[src/rtl/pic_pkg.sv]
// Shared types and constants for the PIC INTA sequencer slice.
package pic_pkg;

  localparam int unsigned NUM_IRQ = 8;
  localparam int unsigned LVL_W   = 3;
  localparam int unsigned BASE_W  = 5;
  localparam int unsigned VEC_W   = BASE_W + LVL_W;

  localparam logic [LVL_W-1:0] SPURIOUS_LVL = 3'd7;

  typedef enum logic [2:0] {
    IDLE = 3'd0,
    PEND = 3'd1,
    ACK1 = 3'd2,
    GAP  = 3'd3,
    ACK2 = 3'd4
  } pic_state_e;

  function automatic logic [VEC_W-1:0] make_vector(input logic [BASE_W-1:0] base,
                                                   input logic [LVL_W-1:0]  lvl);
    return {base, lvl};
  endfunction

endpackage

[src/rtl/pic_isr_prio_enc.sv]
// Lowest-set-bit encoder over the ISR; index 0 is the highest priority level.
module pic_isr_prio_enc
  import pic_pkg::*;
(
  input  logic [NUM_IRQ-1:0] vec,
  output logic               valid_c,
  output logic [LVL_W-1:0]   idx_c
);

  // Scan from the top so the lowest set index is the last one written.
  always_comb begin
    valid_c = 1'b0;
    idx_c   = '0;
    for (int i = NUM_IRQ - 1; i >= 0; i--) begin
      if (vec[i]) begin
        valid_c = 1'b1;
        idx_c   = LVL_W'(i);
      end
    end
  end

endmodule

[src/rtl/pic_inta_sequencer.sv]
// CPU-facing PIC end: INT raise, two-pulse INTA handshake, ISR ownership and EOI.
// Optional auto-EOI support is enabled by defining PIC_AEOI_EN.
module pic_inta_sequencer
  import pic_pkg::*;
(
  input  logic                clk,
  input  logic                rst,
  input  logic                hp_valid,
  input  logic [LVL_W-1:0]    highest_priority_int,
  input  logic [BASE_W-1:0]   icw2_base,
  input  logic                inta_n,
  input  logic                eoi,
  input  logic                eoi_specific,
  input  logic [LVL_W-1:0]    eoi_level,
  input  logic                aeoi,
  output logic                int_out,
  output logic [NUM_IRQ-1:0]  isr,
  output logic [NUM_IRQ-1:0]  irr_clear,
  output logic [VEC_W-1:0]    data_out,
  output logic                data_oe,
  output logic [LVL_W-1:0]    last_serviced
);

  pic_state_e state_q, state_d;

  logic                inta_q;
  logic                fall_c, rise_c;
  logic                isr_valid_c;
  logic [LVL_W-1:0]    isr_low_c;
  logic                req_ok_c;
  logic                aeoi_en_c;

  logic                int_out_d;
  logic [NUM_IRQ-1:0]  isr_d, set_mask_c, clr_mask_c, irr_clear_d;
  logic [VEC_W-1:0]    data_out_d;
  logic                data_oe_d;
  logic [LVL_W-1:0]    last_d;
  logic [LVL_W-1:0]    lvl_q, lvl_d;
  logic                spur_q, spur_d;

`ifdef PIC_AEOI_EN
  assign aeoi_en_c = aeoi;
`else
  logic aeoi_unused_c;
  assign aeoi_unused_c = aeoi;
  assign aeoi_en_c     = 1'b0;
`endif

  pic_isr_prio_enc u_isr_enc (
    .vec     (isr),
    .valid_c (isr_valid_c),
    .idx_c   (isr_low_c)
  );

  assign fall_c   = inta_q & ~inta_n;
  assign rise_c   = ~inta_q & inta_n;
  // Fixed nesting: only a strictly higher priority (lower index) may interrupt.
  assign req_ok_c = hp_valid && (!isr_valid_c || (highest_priority_int < isr_low_c));

  always_comb begin
    state_d     = state_q;
    int_out_d   = int_out;
    irr_clear_d = '0;
    data_out_d  = data_out;
    data_oe_d   = data_oe;
    last_d      = last_serviced;
    lvl_d       = lvl_q;
    spur_d      = spur_q;
    set_mask_c  = '0;
    clr_mask_c  = '0;

    unique case (state_q)
      IDLE: begin
        if (fall_c) begin
          // Unsolicited acknowledge: answer with the spurious vector.
          state_d   = ACK1;
          lvl_d     = SPURIOUS_LVL;
          spur_d    = 1'b1;
          int_out_d = 1'b0;
        end else if (req_ok_c) begin
          state_d   = PEND;
          int_out_d = 1'b1;
        end
      end
      PEND: begin
        int_out_d = 1'b1;
        if (fall_c) begin
          state_d   = ACK1;
          int_out_d = 1'b0;
          if (hp_valid) begin
            lvl_d       = highest_priority_int;
            spur_d      = 1'b0;
            set_mask_c  = NUM_IRQ'(1) << highest_priority_int;
            irr_clear_d = NUM_IRQ'(1) << highest_priority_int;
          end else begin
            lvl_d  = SPURIOUS_LVL;
            spur_d = 1'b1;
          end
        end
      end
      ACK1: begin
        if (rise_c) state_d = GAP;
      end
      GAP: begin
        if (fall_c) begin
          state_d    = ACK2;
          data_out_d = make_vector(icw2_base, lvl_q);
          data_oe_d  = 1'b1;
        end
      end
      ACK2: begin
        if (rise_c) begin
          state_d    = IDLE;
          data_oe_d  = 1'b0;
          data_out_d = '0;
          if (aeoi_en_c && !spur_q) begin
            clr_mask_c = NUM_IRQ'(1) << lvl_q;
            last_d     = lvl_q;
          end
        end
      end
      default: state_d = IDLE;
    endcase

    // EOI is accepted in every state.
    if (eoi) begin
      if (eoi_specific) begin
        if (isr[eoi_level]) begin
          clr_mask_c = clr_mask_c | (NUM_IRQ'(1) << eoi_level);
          last_d     = eoi_level;
        end
      end else if (isr_valid_c) begin
        clr_mask_c = clr_mask_c | (NUM_IRQ'(1) << isr_low_c);
        last_d     = isr_low_c;
      end
    end

    // Set wins over a simultaneous clear of the same bit.
    isr_d = (isr & ~clr_mask_c) | set_mask_c;
  end

  always_ff @(posedge clk) begin
    if (rst) begin
      state_q       <= IDLE;
      inta_q        <= inta_n;
      int_out       <= 1'b0;
      isr           <= '0;
      irr_clear     <= '0;
      data_out      <= '0;
      data_oe       <= 1'b0;
      last_serviced <= SPURIOUS_LVL;
      lvl_q         <= SPURIOUS_LVL;
      spur_q        <= 1'b0;
    end else begin
      state_q       <= state_d;
      inta_q        <= inta_n;
      int_out       <= int_out_d;
      isr           <= isr_d;
      irr_clear     <= irr_clear_d;
      data_out      <= data_out_d;
      data_oe       <= data_oe_d;
      last_serviced <= last_d;
      lvl_q         <= lvl_d;
      spur_q        <= spur_d;
    end
  end

endmodule
[config.mk]
export PLATFORM = sky130hd
export DESIGN_NAME = pic_inta_sequencer
export DESIGN_NICKNAME = d
export VERILOG_FILES = /design/src/rtl/pic_pkg.sv /design/src/rtl/pic_isr_prio_enc.sv /design/src/rtl/pic_inta_sequencer.sv
export SDC_FILE = /design/constraint.sdc
export NUM_CORES = 1
export LEC_CHECK = 0
export CAP_MARGIN = 40
export CORE_MARGIN = 8
export CORE_UTILIZATION = 45
export CTS_CLUSTER_DIAMETER = 30
export DETAILED_ROUTE_END_ITERATION = 8
export PLACE_DENSITY = 0.86
export RECOVER_POWER = 25
export SYNTH_ARGS = -nofsm -noshare
export SYNTH_HDL_FRONTEND = slang
export SYNTH_SLANG_ARGS = --single-unit
[constraint.sdc]
create_clock -name clk -period 2.6 [get_ports clk]
set_clock_uncertainty 0.15 [all_clocks]
set_input_delay 0.39 -clock clk [delete_from_list [all_inputs] [get_ports clk]]
set_output_delay 0.39 -clock clk [all_outputs]
set_load 0.01 [all_outputs]
# Word level (Yosys, flattened, before mapping)
# Index checks and enable logic that the tools add are counted.
# word_totals
reg_bits	36
latch_bits	0
ramBits	0
romBits	0
in_bits	18
output_inout_bits	29
wordCells	93
mem_count	0
# classes
addsub	0
multipliers	0
n_div	0
n_lt_le_gt_ge	2
n_eq_ne	11
n_shift	3
n_mux	49
bitwise	7
reduce_logical	12
# op_table
operator	n
$mux W8	9
$mux W3	20
$shl A1 B3 Y8 const A	3
$pmux W8 S2	1
$pmux W3 S5	1
$mux W1	14
$ne A2 B2 Y1 const B	5
$reduce_and A3 Y1	3
$and A8 B8 Y8	1
$not A8 Y8	1
$or A8 B8 Y8	1
$eq A3 B2 Y1 const B	2
$pmux W3 S2	1
$reduce_bool A2 Y1	3
$reduce_and A5 Y1	1
$lt A3 B4 Y1 const B	1
$pmux W1 S2	2
$bmux W1 S3	1
$eq A3 B1 Y1 const B	1
$eq A3 B3 Y1 const B	1
$logic_not A3 Y1	1
$lt A3 B3 Y1	1
$ne A3 B3 Y1 const B	1
$and A1 B1 Y1	2
6 further kinds	7

# Longest topological paths before layout
# Gate-level depths: netlist of run 1.
# logic_depth
depth_word	15
ltp_mapped	9
depth_no_buf	9

# Modules after synthesis
# From an unflattened synthesis of run 1, not the netlist that was laid out.
# unflattened
cells_unflattened	180
area_unflattened_um2	1604.0
# by_module_without_submodules
module	n_inst	cells_per_inst	area_per_inst_um2	seq_area_each_um2
pic_inta_sequencer	1	167	1524.0	720.7
pic_isr_prio_enc	1	13	80.1	0.0

# Least setup slack after synthesis of run 1
# Ideal clock, no wire load.
# synth_path
path_type	reg-to-reg
start	register isr[4]
end	register state_q[0]
setup_time_ns	0.074
t_arrival_ns	1.874
required_time_ns	2.376
setup_slack_ns	0.502
stages_incl_launch_ff	8
path_buffers	0
synth_period_minus_slack_ns	2.098
path_cell_list	dfxtp_1 > or4_1 > nand3_1 > ha_1 > nand2_1 > nand3b_1 > o41a_1 > a31oi_1
# synth_via
elab_chain_cells	10
elab_cells_between_ends	16
cone_classes	1 x order compare; 1 x eq/ne; 10 x mux; 4 x reduce/logical
# synth_lines
item	line_no	rtl
start, declared	pic_inta_sequencer.sv:17	output logic [NUM_IRQ-1:0] isr,
start signal, assigned	pic_inta_sequencer.sv:158	isr <= isr_d;
$mux W3 or $mux W1 (tied branches) (5 in a row)	pic_isr_prio_enc.sv:15	if (vec[i]) begin
$lt A3 B3 Y1 or $logic_not A1 Y1 (tied branches)	pic_inta_sequencer.sv:58	assign req_ok_c = hp_valid && (!isr_valid_c || (highest_priority_int < isr_low_c));
$logic_or A1 B1 Y1 *	pic_inta_sequencer.sv:58	
$logic_and A1 B1 Y1 *	pic_inta_sequencer.sv:58	
$ne A3 B3 Y1 (no source line) *	-	
$reduce_and A5 Y1 (no source line) *	-	
end signal, assigned	pic_inta_sequencer.sv:155	state_q <= state_d;
end, declared	pic_inta_sequencer.sv:24	pic_state_e state_q, state_d;
# Every way passes the cells marked *; elsewhere a longest branch is shown, timed or not.
# A chain may end at the register's enable or synchronous reset.

# Worst setup path after layout of run 1
# Same ends and word-level chain as after synthesis.

==> results of run 1 <==
-- critical path: cells and delay by family (launching register included) --
kind            cells  cell delay (ps)
simple gates        4              900
fa+ha+maj           1              240
compound gates      2              530
flops               1              380
-- state kept, by name (all words and copies together) (netlist names) --
signal / flops
int_out: 1
irr_clear: 8
state_q: 3
data_oe: 1
data_out: 8
isr: 8
inta_q: 1
last_serviced: 3
lvl_q: 3
-- layout make-up --
| type | count | area [um^2] |
|---|---|---|
| Sequential cell | 36 | 721 |
| Clock buffer | 5 | 68.8 |
| Inverter | 8 | 30.0 |
| Multi-Input combinational cell | 145 | 875 |
| Tap cell | 48 | 60.1 |
| Clock inverter | 3 | 42.5 |
| Fill cell | 313 | 1330 |
| Timing Repair Buffer | 50 | 484 |
-- path summary, 6_finish.rpt --
kind	cells after the start	start	to
setup / recovery	7	isr[4]	state_q[0]
hold / removal	2	int_out	int_out
setup reg to reg	7	isr[4]	state_q[0]
hold reg to reg	2	int_out	int_out
-- where the power goes --
part | total, uW | switching [uW] | internal, uW | leakage (uW)
Combinational | 126 | 65.2 | 60.8 | 0.000482
Sequential | 574 | 10.7 | 563 | 0.000292
Clock | 488 | 204 | 284 | 0.0000541
-- cell families after synthesis --
kind of cell | count (synthesis) | share of synthesized area
AO/OA/AOI/OAI | 53 | 0.225
multiplexers | 3 | 0.0254
AND/OR/NAND/NOR | 87 | 0.257
adder cells (fa/ha/maj) | 2 | 0.0150
buffers and inverters | 18 | 0.0464
flip-flops | 36 | 0.431
-- per-stage QoR --
step | utilization | hold WS, ps | cells | setup WS, ps | power (uW)
after floorplan | - | 268 | 199 | 502 | 652
after global placement | 0.603 | 288 | 287 | 229 | 711
after detailed placement | 0.603 | 291 | 287 | 231 | 714
after CTS | 0.634 | 300 | 295 | 331 | 1200
after global routing | 0.633 | 328 | 295 | 140 | 1240
final | 0.633 | 298 | 295 | 326 | 1190
-- metal layers --
metal  part of all wire  vias up  GRT usage
li1                   -      818          -
met2               0.46       60      0.253
met4              0.019        0     0.0547
met1               0.43      773      0.168
met5                  0        -          0
met3              0.090       10     0.0699
-- cells in the mapped netlist (2+ instances only) --
library cell               instances
sky130_fd_sc_hd__nand2b_1          8
sky130_fd_sc_hd__o21ai_0          10
sky130_fd_sc_hd__mux2i_1           2
sky130_fd_sc_hd__nor3_1           10
sky130_fd_sc_hd__nand3_1           3
sky130_fd_sc_hd__o311ai_0          3
sky130_fd_sc_hd__or4_1             2
sky130_fd_sc_hd__clkbuf_1          7
sky130_fd_sc_hd__a41oi_1           2
sky130_fd_sc_hd__nand2_1          21
sky130_fd_sc_hd__nand4_1           2
sky130_fd_sc_hd__o211ai_1          2
sky130_fd_sc_hd__ha_1              2
sky130_fd_sc_hd__dfxtp_1          36
sky130_fd_sc_hd__buf_2             2
sky130_fd_sc_hd__o21ai_1           3
sky130_fd_sc_hd__a22oi_1           8
sky130_fd_sc_hd__nor2_1           28
sky130_fd_sc_hd__a31oi_1           2
sky130_fd_sc_hd__inv_1             8
sky130_fd_sc_hd__nor2b_1           4
sky130_fd_sc_hd__a21oi_1           8
==> results.ini, run 1 <==
[final_layout]
commonest_cells_after_routing_fill_and_taps_aside = sky130_fd_sc_hd__dfxtp_1 (36), sky130_fd_sc_hd__clkdlybuf4s50_1 (32), sky130_fd_sc_hd__nor2_1 (28), sky130_fd_sc_hd__nand2_1 (21), sky130_fd_sc_hd__dlygate4sd3_1 (13)
antenna_cells_inserted = 0
layout_cells_sized_above_1 = 0.0850
layout.nets = 266
mostFrequentLayoutCell = sky130_fd_sc_hd__dfxtp_1
design_area_final_um2 = 2280
synthToLayoutAreaGrowth_pct = 36.4

[worst_setup_path]
cp-start-kind = flip-flop
critical_path.slowest_cell = sky130_fd_sc_hd__or4_1
reg2reg_slack_ps = 330
critical_path_arrival_ps = 2340
worstSetupPathType = flip-flop to flip-flop
worstSetupEndpointType = flip-flop
cp_cell_sequence = or4_1, nand3_1, ha_1, nand2_1, nand3b_1, o41a_1, a31oi_1
critical_path_required_ps = 2670
critical_path.max_fanout = 7
worst_path_largest_cell_delay_ps = 640

[drt]
detail_route.vias_per_cell = 5.63
drt-wirelength-per-cell_um = 14.9
detail_route_antenna_nets = 0
detail_route.iter0.violations = 150
totalWireLength_um = 4390
via_count = 1661
firstDrtPassIters = 7
drcViolationCount = 0

[yosys]
synth-seq-area-share = 0.431
syn_nets = 219
yosys_register_bits = 36
syn_area_um2 = 1670
synth.largest_area_cell = sky130_fd_sc_hd__dfxtp_1
synth_top_area_share = 0.431
yosysWarnings = 0
synth_enable_flop_cells = 0
async_reset_ff_frac = 0
synth_cell_types = 48
postSynth.topFlopCell = sky130_fd_sc_hd__dfxtp_1
synth_cells = 199
mean_post_synth_cell_area_um2 = 8.41
ys_top_cells_by_area = sky130_fd_sc_hd__dfxtp_1 (43%), sky130_fd_sc_hd__nor2_1 (6.3%), sky130_fd_sc_hd__nand2_1 (4.7%)

[outcome]
outcome = finished, final reports clean

[cts]
clock_sink_count = 36
holdBufCountCts = 0
clk_slew_on_worst_s_h_paths_ps = 70
tritoncts = built
clock_path_buffers = 2
post-cts-setup-buffer-count = 0
clock-root-buffer = sky130_fd_sc_hd__clkbuf_8
ctsHtreeMaxLevel = 2
insertion_delay_ps = 290
post_cts_resize_count = 0
cts_made_buffers = 5

[sta]
setup_viol = 0
setup_total_negative_slack_ps = 0
unrepaired_setup_endpoints_after_global_routing = no
fmax_mhz = 440
timing_hold_violations_final = 0
drv_slew = 0
tightestPinTransition_ps = 603
layout_min_cycle_time_ps = 2270
post-route-period-util = 0.874
max_slew_margin = 0.598

[floorplanning]
initial_core_util = 0.464
die_width_um = 77.0
core-area_um2 = 3610
floorplan.die_area_um2 = 5920
placementRows = 22
num_io_pins = 47
floorplan.die.height_um = 77.0

[job]
timing.max_cap.violations = 0

[power_and_ir_drop]
p_leak_uw = 0.000828
ir_drop_v = 0.000531
cellPowerDensity_nw_per_um2 = 521

[grt]
grt_remaining_overflow = 0
grt_antenna_before_repair = 0
grt_max_degree = 15
grt_util_all_layers = 0.153
grt_first_pass_wirelength_um = 7640
first_global_vias = 1656

[place]
globalplace.congestion = 0.912
port_buffers = 45
place.detailed.hpwl_um = 3300
post_dp_area_um2 = 2170

[hold_path]
hold_path_class = flip-flop to flip-flop

Power figures use the tool's default switching activity.
==> run 2, diff against run 1 <==
--- a/config.mk
+++ b/config.mk
@@ -12,6 +12,7 @@
 export DETAILED_ROUTE_END_ITERATION = 8
 export PLACE_DENSITY = 0.86
 export RECOVER_POWER = 25
+export SKIP_CTS_REPAIR_TIMING = 1
 export SYNTH_ARGS = -nofsm -noshare
 export SYNTH_HDL_FRONTEND = slang
 export SYNTH_SLANG_ARGS = --single-unit
==> results of run 2 <==
Final layout, timing and power as in run 1 (identical DEF).
